`src/rtl/ad9911_pkg.sv`:
```
// rtl/ad9911_pkg.sv - shared register map, byte-count lookup and FSM states for the AD9911 writer
package ad9911_pkg;

  localparam logic [4:0] REG_CSR   = 5'h00;
  localparam logic [4:0] REG_FR1   = 5'h01;
  localparam logic [4:0] REG_FR2   = 5'h02;
  localparam logic [4:0] REG_CFR   = 5'h03;
  localparam logic [4:0] REG_CTW0  = 5'h04;
  localparam logic [4:0] REG_CPOW0 = 5'h05;
  localparam logic [4:0] REG_ACR   = 5'h06;
  localparam logic [4:0] REG_LSR   = 5'h07;
  localparam logic [4:0] REG_RDW   = 5'h08;
  localparam logic [4:0] REG_FDW   = 5'h09;
  localparam logic [4:0] REG_CTW1  = 5'h0A;

  typedef enum logic [2:0] {
    ST_IDLE,
    ST_LOW,
    ST_HIGH,
    ST_HOLD,
    ST_UPDATE
  } ad9911_state_t;

  // Natural data width of each register in bytes; everything past LSR is 32 bits wide.
  function automatic logic [2:0] ad9911_reg_bytes(input logic [4:0] addr);
    logic [2:0] n;
    case (addr)
      REG_CSR:                      n = 3'd1;
      REG_FR2, REG_CPOW0, REG_LSR:  n = 3'd2;
      REG_FR1, REG_CFR, REG_ACR:    n = 3'd3;
      default:                      n = 3'd4;
    endcase
    return n;
  endfunction

endpackage

```
`src/rtl/ad9911_sclk_tick.sv`:
```
// rtl/ad9911_sclk_tick.sv - down-counter giving a one-cycle tick every CLK_DIV cycles
module ad9911_sclk_tick #(
  parameter int CLK_DIV = 4
) (
  input  logic clk,
  input  logic rst_n,
  input  logic reload,
  output logic tick
);

  localparam logic [7:0] RELOAD_VAL = 8'(CLK_DIV - 1);

  logic [7:0] cnt;

  assign tick = (cnt == 8'd0);

  // Restart the phase on every state change so each state lasts exactly CLK_DIV cycles.
  always_ff @(posedge clk or negedge rst_n) begin
    if (!rst_n) begin
      cnt <= 8'd0;
    end else if (reload || cnt == 8'd0) begin
      cnt <= RELOAD_VAL;
    end else begin
      cnt <= cnt - 8'd1;
    end
  end

endmodule

```
`src/rtl/ad9911_spi_writer.sv`:
```
// rtl/ad9911_spi_writer.sv - AD9911 3-wire serial register writer with IO_UPDATE strobe
module ad9911_spi_writer
  import ad9911_pkg::*;
#(
  parameter int CLK_DIV      = 4,
  parameter int UPDATE_WIDTH = 4
) (
  input  logic        CLK,
  input  logic        RESET_N,
  input  logic        TR,
  input  logic [7:0]  ADDR,
  input  logic [31:0] DATA,
  output logic        OVER,
  output logic        CS_N,
  output logic        SCLK,
  output logic        SDIO,
  output logic        IO_UPDATE
);

  localparam logic [7:0] UPD_RELOAD = 8'(UPDATE_WIDTH - 1);

  ad9911_state_t state, state_next;
  logic          tr_q;
  logic          start;
  logic          tick;
  logic          reload;
  logic [39:0]   shreg;
  logic [5:0]    bit_cnt;
  logic [7:0]    upd_cnt;
  logic [2:0]    n_bytes;
  logic [31:0]   data_aligned;
  logic [5:0]    frame_bits;
  logic          unused_addr;

  // ADDR[7:5] are not part of the AD9911 instruction byte.
  assign unused_addr = ^ADDR[7:5];

  assign start      = TR && !tr_q && (state == ST_IDLE);
  assign n_bytes    = ad9911_reg_bytes(ADDR[4:0]);
  assign frame_bits = 6'd8 + {n_bytes, 3'b000};
  assign reload     = start || (state_next != state);

  // Push the low N data bytes up against the instruction byte; unused upper bytes fall off.
  always_comb begin
    data_aligned = DATA;
    case (n_bytes)
      3'd1:    data_aligned = {DATA[7:0], 24'd0};
      3'd2:    data_aligned = {DATA[15:0], 16'd0};
      3'd3:    data_aligned = {DATA[23:0], 8'd0};
      default: data_aligned = DATA;
    endcase
  end

  ad9911_sclk_tick #(
    .CLK_DIV(CLK_DIV)
  ) u_tick (
    .clk    (CLK),
    .rst_n  (RESET_N),
    .reload (reload),
    .tick   (tick)
  );

  // Previous TR level for rising-edge detection.
  always_ff @(posedge CLK or negedge RESET_N) begin
    if (!RESET_N) begin
      tr_q <= 1'b0;
    end else begin
      tr_q <= TR;
    end
  end

  // State register.
  always_ff @(posedge CLK or negedge RESET_N) begin
    if (!RESET_N) begin
      state <= ST_IDLE;
    end else begin
      state <= state_next;
    end
  end

  // Next-state logic: each serial phase lasts one tick, UPDATE lasts UPDATE_WIDTH cycles.
  always_comb begin
    state_next = state;
    case (state)
      ST_IDLE:   if (start) state_next = ST_LOW;
      ST_LOW:    if (tick) state_next = ST_HIGH;
      ST_HIGH:   if (tick) state_next = (bit_cnt > 6'd1) ? ST_LOW : ST_HOLD;
      ST_HOLD:   if (tick) state_next = ST_UPDATE;
      ST_UPDATE: if (upd_cnt == 8'd0) state_next = ST_IDLE;
      default:   state_next = ST_IDLE;
    endcase
  end

  // Frame shift register and bit counter; the shift happens on HIGH->LOW so SDIO moves only on LOW entry.
  always_ff @(posedge CLK or negedge RESET_N) begin
    if (!RESET_N) begin
      shreg   <= 40'd0;
      bit_cnt <= 6'd0;
    end else if (start) begin
      shreg   <= {3'b000, ADDR[4:0], data_aligned};
      bit_cnt <= frame_bits;
    end else if (state == ST_HIGH && tick) begin
      shreg   <= {shreg[38:0], 1'b0};
      bit_cnt <= bit_cnt - 6'd1;
    end
  end

  // IO_UPDATE width counter, armed on the way into UPDATE.
  always_ff @(posedge CLK or negedge RESET_N) begin
    if (!RESET_N) begin
      upd_cnt <= 8'd0;
    end else if (state == ST_HOLD && tick) begin
      upd_cnt <= UPD_RELOAD;
    end else if (state == ST_UPDATE && upd_cnt != 8'd0) begin
      upd_cnt <= upd_cnt - 8'd1;
    end
  end

  // Pin levels are pure functions of the state so an async reset clears them at once.
  always_comb begin
    OVER      = (state == ST_IDLE);
    CS_N      = !(state == ST_LOW || state == ST_HIGH || state == ST_HOLD);
    SCLK      = (state == ST_HIGH);
    SDIO      = (state == ST_LOW || state == ST_HIGH) ? shreg[39] : 1'b0;
    IO_UPDATE = (state == ST_UPDATE);
  end

endmodule

```
`config.mk`:
```
export PLATFORM = sky130hd
export DESIGN_NAME = ad9911_spi_writer
export DESIGN_NICKNAME = d
export VERILOG_FILES = /design/src/rtl/ad9911_pkg.sv /design/src/rtl/ad9911_sclk_tick.sv /design/src/rtl/ad9911_spi_writer.sv
export SDC_FILE = /design/constraint.sdc
export NUM_CORES = 1
export LEC_CHECK = 0
export ABC_AREA = 1
export BUFFER_PORTS_ARGS = -buffer_cell sky130_fd_sc_hd__buf_2
export CORE_UTILIZATION = 53
export DETAILED_ROUTE_END_ITERATION = 6
export PLACE_DENSITY = 0.86
export SKIP_CTS_REPAIR_TIMING = 1
export SLEW_MARGIN = 20
export SYNTH_ARGS = -nofsm -noshare
export SYNTH_HDL_FRONTEND = slang
export SYNTH_SLANG_ARGS = --single-unit
```
`constraint.sdc`:
```
create_clock -name CLK -period 1.6 [get_ports CLK]
set_input_delay 0.08 -clock CLK [delete_from_list [all_inputs] [get_ports CLK]]
set_output_delay 0.08 -clock CLK [all_outputs]
set_load 0.03 [all_outputs]
```
==> results of run 1 <==
-- cells by family after synthesis --
| group | count (synthesis) | share of synthesized area (%) |
|---|---|---|
| AND/OR/NAND/NOR | 301 | 33.90 |
| buffers and inverters | 101 | 11.18 |
| flip-flops | 66 | 40.87 |
| XOR/XNOR | 10 | 2.167 |
| adder cells (fa/ha/maj) | 7 | 2.167 |
| AO/OA/AOI/OAI | 70 | 9.721 |
-- sequential cells by signal (all words and copies together) (netlist names) --
name / cells
shreg: 40
u_tick.cnt: 8
upd_cnt: 8
bit_cnt: 6
state: 3
tr_q: 1
-- stage by stage --
| step | TNS (ns) | hold WS [ns] | instances |
|---|---|---|---|
| global route | -4.135 | 0.03644 | 748 |
| CTS | -1.587 | -0.2449 | 736 |
| finish | -1.050 | 0.03191 | 748 |
| detailed placement | -4.165 | 0.1283 | 720 |
| floorplan | -0.07923 | -0.2156 | 555 |
| global placement | -2.800 | 0.1269 | 720 |
-- power by group through the flow --
stage               combinational [mW]  clock (mW)  sequential (mW)
floorplan                        0.191           0             1.77
global placement                 0.363           0             1.78
detailed placement               0.373           0             1.78
CTS                              0.376        1.33             1.75
global route                     0.438        1.41             1.75
finish                           0.397        1.34             1.75
-- critical path, cell delays in order (launching register included) --
cell and delay (ns):
dfrtp_1 0.40, nor2_2 0.16, nand2_2 0.10, nor3_4 0.28
buf_6 0.16, buf_12 0.14, nand2_1 0.07, inv_1 0.06
nand2_1 0.08, a21oi_1 0.18
-- final timing paths --
path / startpoint / endpoint / slack, ns
min in group asynchronous: RESET_N / u_tick.cnt[2]$_DFF_PN0_ / 0.28
worst min-delay path: DATA[13] / shreg[13]$_DFFE_PN0P_ / 0.03
worst max-delay path: state[1]$_DFF_PN0_ / shreg[22]$_DFFE_PN0P_ / -0.12
max in group asynchronous: RESET_N / shreg[38]$_DFFE_PN0P_ / 1.01
worst max register to register: state[1]$_DFF_PN0_ / shreg[22]$_DFFE_PN0P_ / -0.12
worst min register to register: shreg[14]$_DFFE_PN0P_ / shreg[14]$_DFFE_PN0P_ / 0.49
-- layout make-up --
type / count / share of cell area, %
Clock buffer: 14 / 3.301
Clock inverter: 2 / 0.1914
Sequential cell: 66 / 31.60
Multi-Input combinational cell: 388 / 41.39
Tap cell: 99 / 2.368
Timing Repair Buffer: 102 / 15.14
Inverter: 77 / 6.005
-- cells in the mapped netlist, types with 2 or more instances --
| master | count | area share (%) |
|---|---|---|
| a21oi_1 | 17 | 2.1 |
| buf_1 | 2 | 0.19 |
| buf_2 | 10 | 1.2 |
| buf_4 | 6 | 1.1 |
| buf_6 | 5 | 1.4 |
| dfrtp_1 | 66 | 41 |
| ha_1 | 7 | 2.2 |
| inv_1 | 72 | 6.7 |
| inv_2 | 5 | 0.46 |
| nand2_1 | 106 | 9.8 |
| nand2_2 | 3 | 0.46 |
| nand2_4 | 2 | 0.56 |
| nand3_1 | 96 | 12 |
| nand3_2 | 2 | 0.50 |
| nand4_1 | 2 | 0.31 |
| nor2_1 | 62 | 5.8 |
| nor2_2 | 5 | 0.77 |
| nor3_1 | 11 | 1.4 |
| nor3_2 | 2 | 0.50 |
| o211ai_1 | 4 | 0.74 |
| o21ai_0 | 36 | 4.5 |
| o22ai_1 | 9 | 1.4 |
| or2_2 | 8 | 1.2 |
| xnor2_1 | 5 | 1.1 |
| xor2_1 | 5 | 1.1 |
-- routing by layer --
layer	share of wire [%]	global-route usage [%]	wire length, um	vias to the layer above
met5	0	0	0	-
met4	3.3	10.53	394	0
met3	7.0	6.833	835	39
met2	50	49.48	5915	188
met1	40	35.23	4746	1993
li1	-	-	-	1964
==> out/metrics.csv, run 1 <==
stage,metric,value,unit
synth,synth_area,4041,um2
cells_and_area,seqCellArea,1653,um2
setup_path,path_max_fanout,15,
clock_tree,clk_path_buf_depth,2,
placed_design,place_congestion,0.9523,
floorplanning,core_area,7331,um2
routing,viasPerCell,5.594,
cells_and_area,drive_gt1_share,30.51,%
run,drv_cap,0,
floorplanning,start_util,55.13,%
timing,max_freq,580.7,MHz
cells_and_area,final_cell_mix,"100 x nand2_1, 85 x nand3_1, 65 x inv_1, 65 x dfrtp_1, 46 x nor2_1",
routing,dr.pass1.iters,6,
synth,avgSynthCellArea,7.282,um2
cells_and_area,fin_util,71.34,%
routing,drt_iter0_drc,321,
setup_path,crit_arrival,1.98,ns
routing,ant_nets,0,
timing,finalHoldViolCount,0,
cells_and_area,fillers,538,
power,p_per_area,667.6,nW/um2
synth,async_reset_ff_share,100.0,%
floorplanning,ios,48,
power,power_frac_comb,11.4,%
power,sequentialPowerShare,50.2,%
placed_design,post-place-ws,-0.2729,ns
outcome,outcome,finished with violations,
synth,synth_cells,555,
power,p_int,2.570,mW
cells_and_area,nets,694,
floorplanning,dieHeight,89.32,um
timing,setup_ws,-0.1220,ns
clock_tree,clockRootBuffer,clkbuf_8,
clock_tree,cts_inserted_buffers,9,
timing,fin_skew,0.01483,ns
synth,synth_edf_count,0,
floorplanning,num_rows,31,
min_path,min_path_cells,3,
power,p_clk_share,38.5,%
cells_and_area,post-route-cell-area,5230,um2
min_path,min_path_type,input pin to flop,
global_routing,grt_max_degree,67,
timing,drv_slew,0,
cells_and_area,multi_input_area,2165,um2
timing,slew_headroom,70.81,%
synth,synth.net_count,605,
clock_tree,cts.clk_slew.worst_paths,0.08,ns
power,vdd_drop_max,418.4,uV
routing,via_count,4184,
setup_path,crit_path_end_kind,flop,
power,fin_total_pwr,3.491,mW
cells_and_area,insertedDiodeCount,0,
timing,setup_viol,28,
synth,yosysWarnings,0,
global_routing,grt_util_all_layers,28.77,%
placed_design,placed_cell_area,4733,um2
placed_design,dpl.hpwl,7.877,mm
clock_tree,cts_sinks,66,
cells_and_area,areaGrowthSynthToFinish,29.41,%
routing,wirelength,11.89,mm
timing,grt_setup_unrepaired,yes,
placed_design,port_buffers,44,
global_routing,grt_pass1_vias,3734,
clock_tree,cts_tree,yes,
global_routing,grt_pass1_wl,17.13,mm
setup_path,critPathKind,flop to flop,
setup_path,reg2regPathDepth,9,
routing,avgRoutedWirePerCell,15.90,um
power,leakage,2.648,nW
global_routing,antenna_found_initial,0,
clock_tree,htreeDepth,3,
timing,period_needed,1.722,ns
cells_and_area,layout_commonest_cell,nand2_1,
setup_path,startpoint_type,flop,
synth,ys_ff_latch,66,
floorplanning,die_area,7978,um2
power,swShare,26.38,%
setup_path,worstPathRequired,1.86,ns
clock_tree,clk_latency,0.35,ns
outcome,failed_checks,setup timing,
synth,synth.distinct_cells,32,
global_routing,grt_overflow,0,
timing,fin_crit_sh,107.6,%
power,switching_power,921.0,uW
synth,synth_ff_type,dfrtp_1,
synth,yosysSeqAreaShare,40.87,%
floorplanning,die-width,89.32,um
timing,worstMarginPinSlew,0.4333,ns
routing,drc,0,
(Power assumes the default switching activity.)
==> inputs of run 2 (changes only) <==
- SLEW_MARGIN: 20 -> default
- TNS_END_PERCENT: default -> 30
==> run 2 against run 1 <==
The flow still finishes with violations (setup timing). Clock power rose by 19%. First-iteration DRC count down 21%. Die area unchanged. Power grew 6.9%. Critical path type is now flop to output port. Largest power group unchanged.
==> out/metrics.csv, run 2 (same netlist as run 1, synthesis figures left out) <==
stage,metric,value,unit,change
outcome,outcome,finished with violations,,
outcome,failed_checks,setup timing,,
global_routing,grt_pass1_vias,3784,,+1.3%
cells_and_area,top_register,shreg,,
timing,fin_crit_sh,103.6,%,-4.0 points
timing,slew_headroom,71.85,%,+1.0 points
clock_tree,cts.clk_slew.worst_paths,0.07,ns,about the same
routing,wirelength,11.66,mm,-1.9%
timing,grt_setup_unrepaired,yes,,
setup_path,worstPathRequired,1.52,ns,-0.34 ns
timing,fin_skew,0.01236,ns,-0.002469 ns
setup_path,crit_arrival,1.58,ns,-0.40 ns
placed_design,dpl.hpwl,8.034,mm,+2.0%
floorplanning,num_rows,31,,unchanged
routing,drc,0,,unchanged
cells_and_area,layout_commonest_cell,nand2_1,,
cells_and_area,drive_gt1_share,30.40,%,-0.11 points
setup_path,critPathMaxStageDelay,0.40,ns,about the same
cells_and_area,post-route-cell-area,5314,um2,+1.6%
routing,ant_nets,0,,unchanged
routing,avgRoutedWirePerCell,15.61,um,-1.8%
cells_and_area,fillers,554,,+3.0%
clock_tree,clk_latency,0.36,ns,about the same
floorplanning,ios,48,,unchanged
placed_design,port_buffers,44,,unchanged
routing,viasPerCell,5.580,,-0.25%
placed_design,dp.cells,723,,+0.42%
setup_path,crit_buf_inv,4,,+1
timing,setup_ws,-0.05840,ns,+0.06358 ns
setup_path,worst_path_dominant_cell_family,buffers and inverters,,
setup_path,path_max_fanout,3,,-12
timing,setup_viol,31,,+11%
timing,finalHoldViolCount,0,,unchanged
setup_path,startpoint_type,flop,,
floorplanning,dieHeight,89.32,um,unchanged
placed_design,placed_cell_area,4731,um2,about the same
global_routing,grt_pass1_wl,17.33,mm,+1.2%
timing,max_freq,603.0,MHz,+3.8%
power,vdd_drop_max,411.4,uV,-1.7%
floorplanning,die-width,89.32,um,unchanged
cells_and_area,nets,693,,-0.14%
global_routing,grt_util_all_layers,28.86,%,+0.087 points
global_routing,grt_max_degree,67,,unchanged
min_path,min_path_type,input pin to flop,,
clock_tree,cts_sinks,66,,unchanged
cells_and_area,largest_register_ffs,40,,unchanged
timing,drv_slew,0,,unchanged
run,drv_cap,0,,unchanged
floorplanning,start_util,55.13,%,unchanged
global_routing,grt_overflow,0,,unchanged
global_routing,antenna_found_initial,0,,unchanged
setup_path,cp_slowest_cell,dfrtp_1,,
timing,period_needed,1.658,ns,-0.06358 ns
setup_path,critPathKind,flop to output port,,
clock_tree,htreeDepth,3,,unchanged
placed_design,place_congestion,1.026,,+7.7%
clock_tree,clockRootBuffer,clkbuf_8,,
timing,worstMarginPinSlew,0.4178,ns,-0.01547 ns
floorplanning,die_area,7978,um2,unchanged
cells_and_area,finalNonFillerCells,747,,-0.13%
setup_path,cp_cell_sequence,buf_4 > nor3_4 > buf_4 > inv_1 > a21oi_2 > buf_6,,
setup_path,crit_path_end_kind,output port,,
power,p_per_area,702.6,nW/um2,+5.3%
floorplanning,core_area,7331,um2,unchanged
routing,drt_iter0_drc,252,,-21%
cells_and_area,reg_top3,"shreg x40, u_tick.cnt x8, upd_cnt x8",,
clock_tree,cts_tree,yes,,
cells_and_area,final_cell_mix,"103 x nand2_1, 90 x nand3_1, 66 x inv_1, 66 x dfrtp_1, 49 x nor2_1",,
power,leakage,2.670,nW,+0.84%
setup_path,path_common_cell,buf_4,,
routing,via_count,4168,,-0.38%
cells_and_area,areaGrowthSynthToFinish,31.49,%,
routing,dr.pass1.iters,6,,unchanged
clock_tree,cts_inserted_buffers,9,,unchanged
clock_tree,clk_path_buf_depth,2,,unchanged
cells_and_area,insertedDiodeCount,0,,unchanged
==> run 2: cell count changes in the layout (fill, tap and decap cells not counted), sizes merged <==
cell	delta
buf	-1
bufinv	+2
clkbuf	-4
clkinv	+1
clkinvlp	+1
==> run 2: path summary, 6_finish.rpt <==
path | depth (start not counted) | endpoint | slack [ns] | start
max in group asynchronous | 3 | shreg[25]$_DFFE_PN0P_ | 1.03 | RESET_N
min in group asynchronous | 3 | u_tick.cnt[2]$_DFF_PN0_ | 0.27 | RESET_N
worst min-delay path | 4 | shreg[28]$_DFFE_PN0P_ | 0.03 | DATA[28]
worst max register to register | 9 | shreg[24]$_DFFE_PN0P_ | -0.05 | u_tick.cnt[4]$_DFF_PN0_
worst min register to register | 2 | bit_cnt[5]$_DFFE_PN0P_ | 0.51 | bit_cnt[5]$_DFFE_PN0P_
worst max-delay path | 6 | SDIO | -0.06 | state[0]$_DFF_PN0_
==> run 2: final cells by class <==
type,count,area [um2],share of cell area (%)
Inverter,77,311.5,5.863
Clock inverter,6,90.09,1.695
Clock buffer,10,137.6,2.590
Tap cell,99,123.9,2.331
Multi-Input combinational cell,388,2200,41.39
Timing Repair Buffer,101,799.5,15.05
Sequential cell,66,1652,31.08
==> run 2: report_power, final <==
part | internal [mW] | switching (mW)
clock | 0.922 | 0.677
combinational | 0.157 | 0.227
sequential | 1.72 | 0.0357
==> run 2: metal layers <==
metal  share of wire [%]  wire [um]  track usage [%]  vias up
met1                  39       4594            36.01     1990
met4                 3.2        375            12.70        0
li1                    -          -                -     1970
met2                  51       5930            49.69      173
met5                   0          0                0        -
met3                 6.5        762            4.340       35
==> run 2: per-stage QoR <==
step                util, %  power [mW]  worst slack, ns  TNS, ns  hold WS (ns)
floorplan                 -       1.958         -0.03326  -0.1022       -0.2156
global placement      64.53       2.134          -0.2527   -3.802        0.1252
detailed placement    64.53       2.144          -0.3635   -8.025        0.1289
CTS                   67.64       3.723          -0.1739   -4.719       -0.2505
global route          72.49       3.873          -0.1992   -5.944       0.03744
finish                72.49       3.734         -0.05840  -0.6296       0.02804
==> run 2: tightest hold or removal path, stage by stage <==
cell and delay (ns):
buf_2 0.08, or2_4 0.10, nand3_2 0.04, nand2_1 0.05
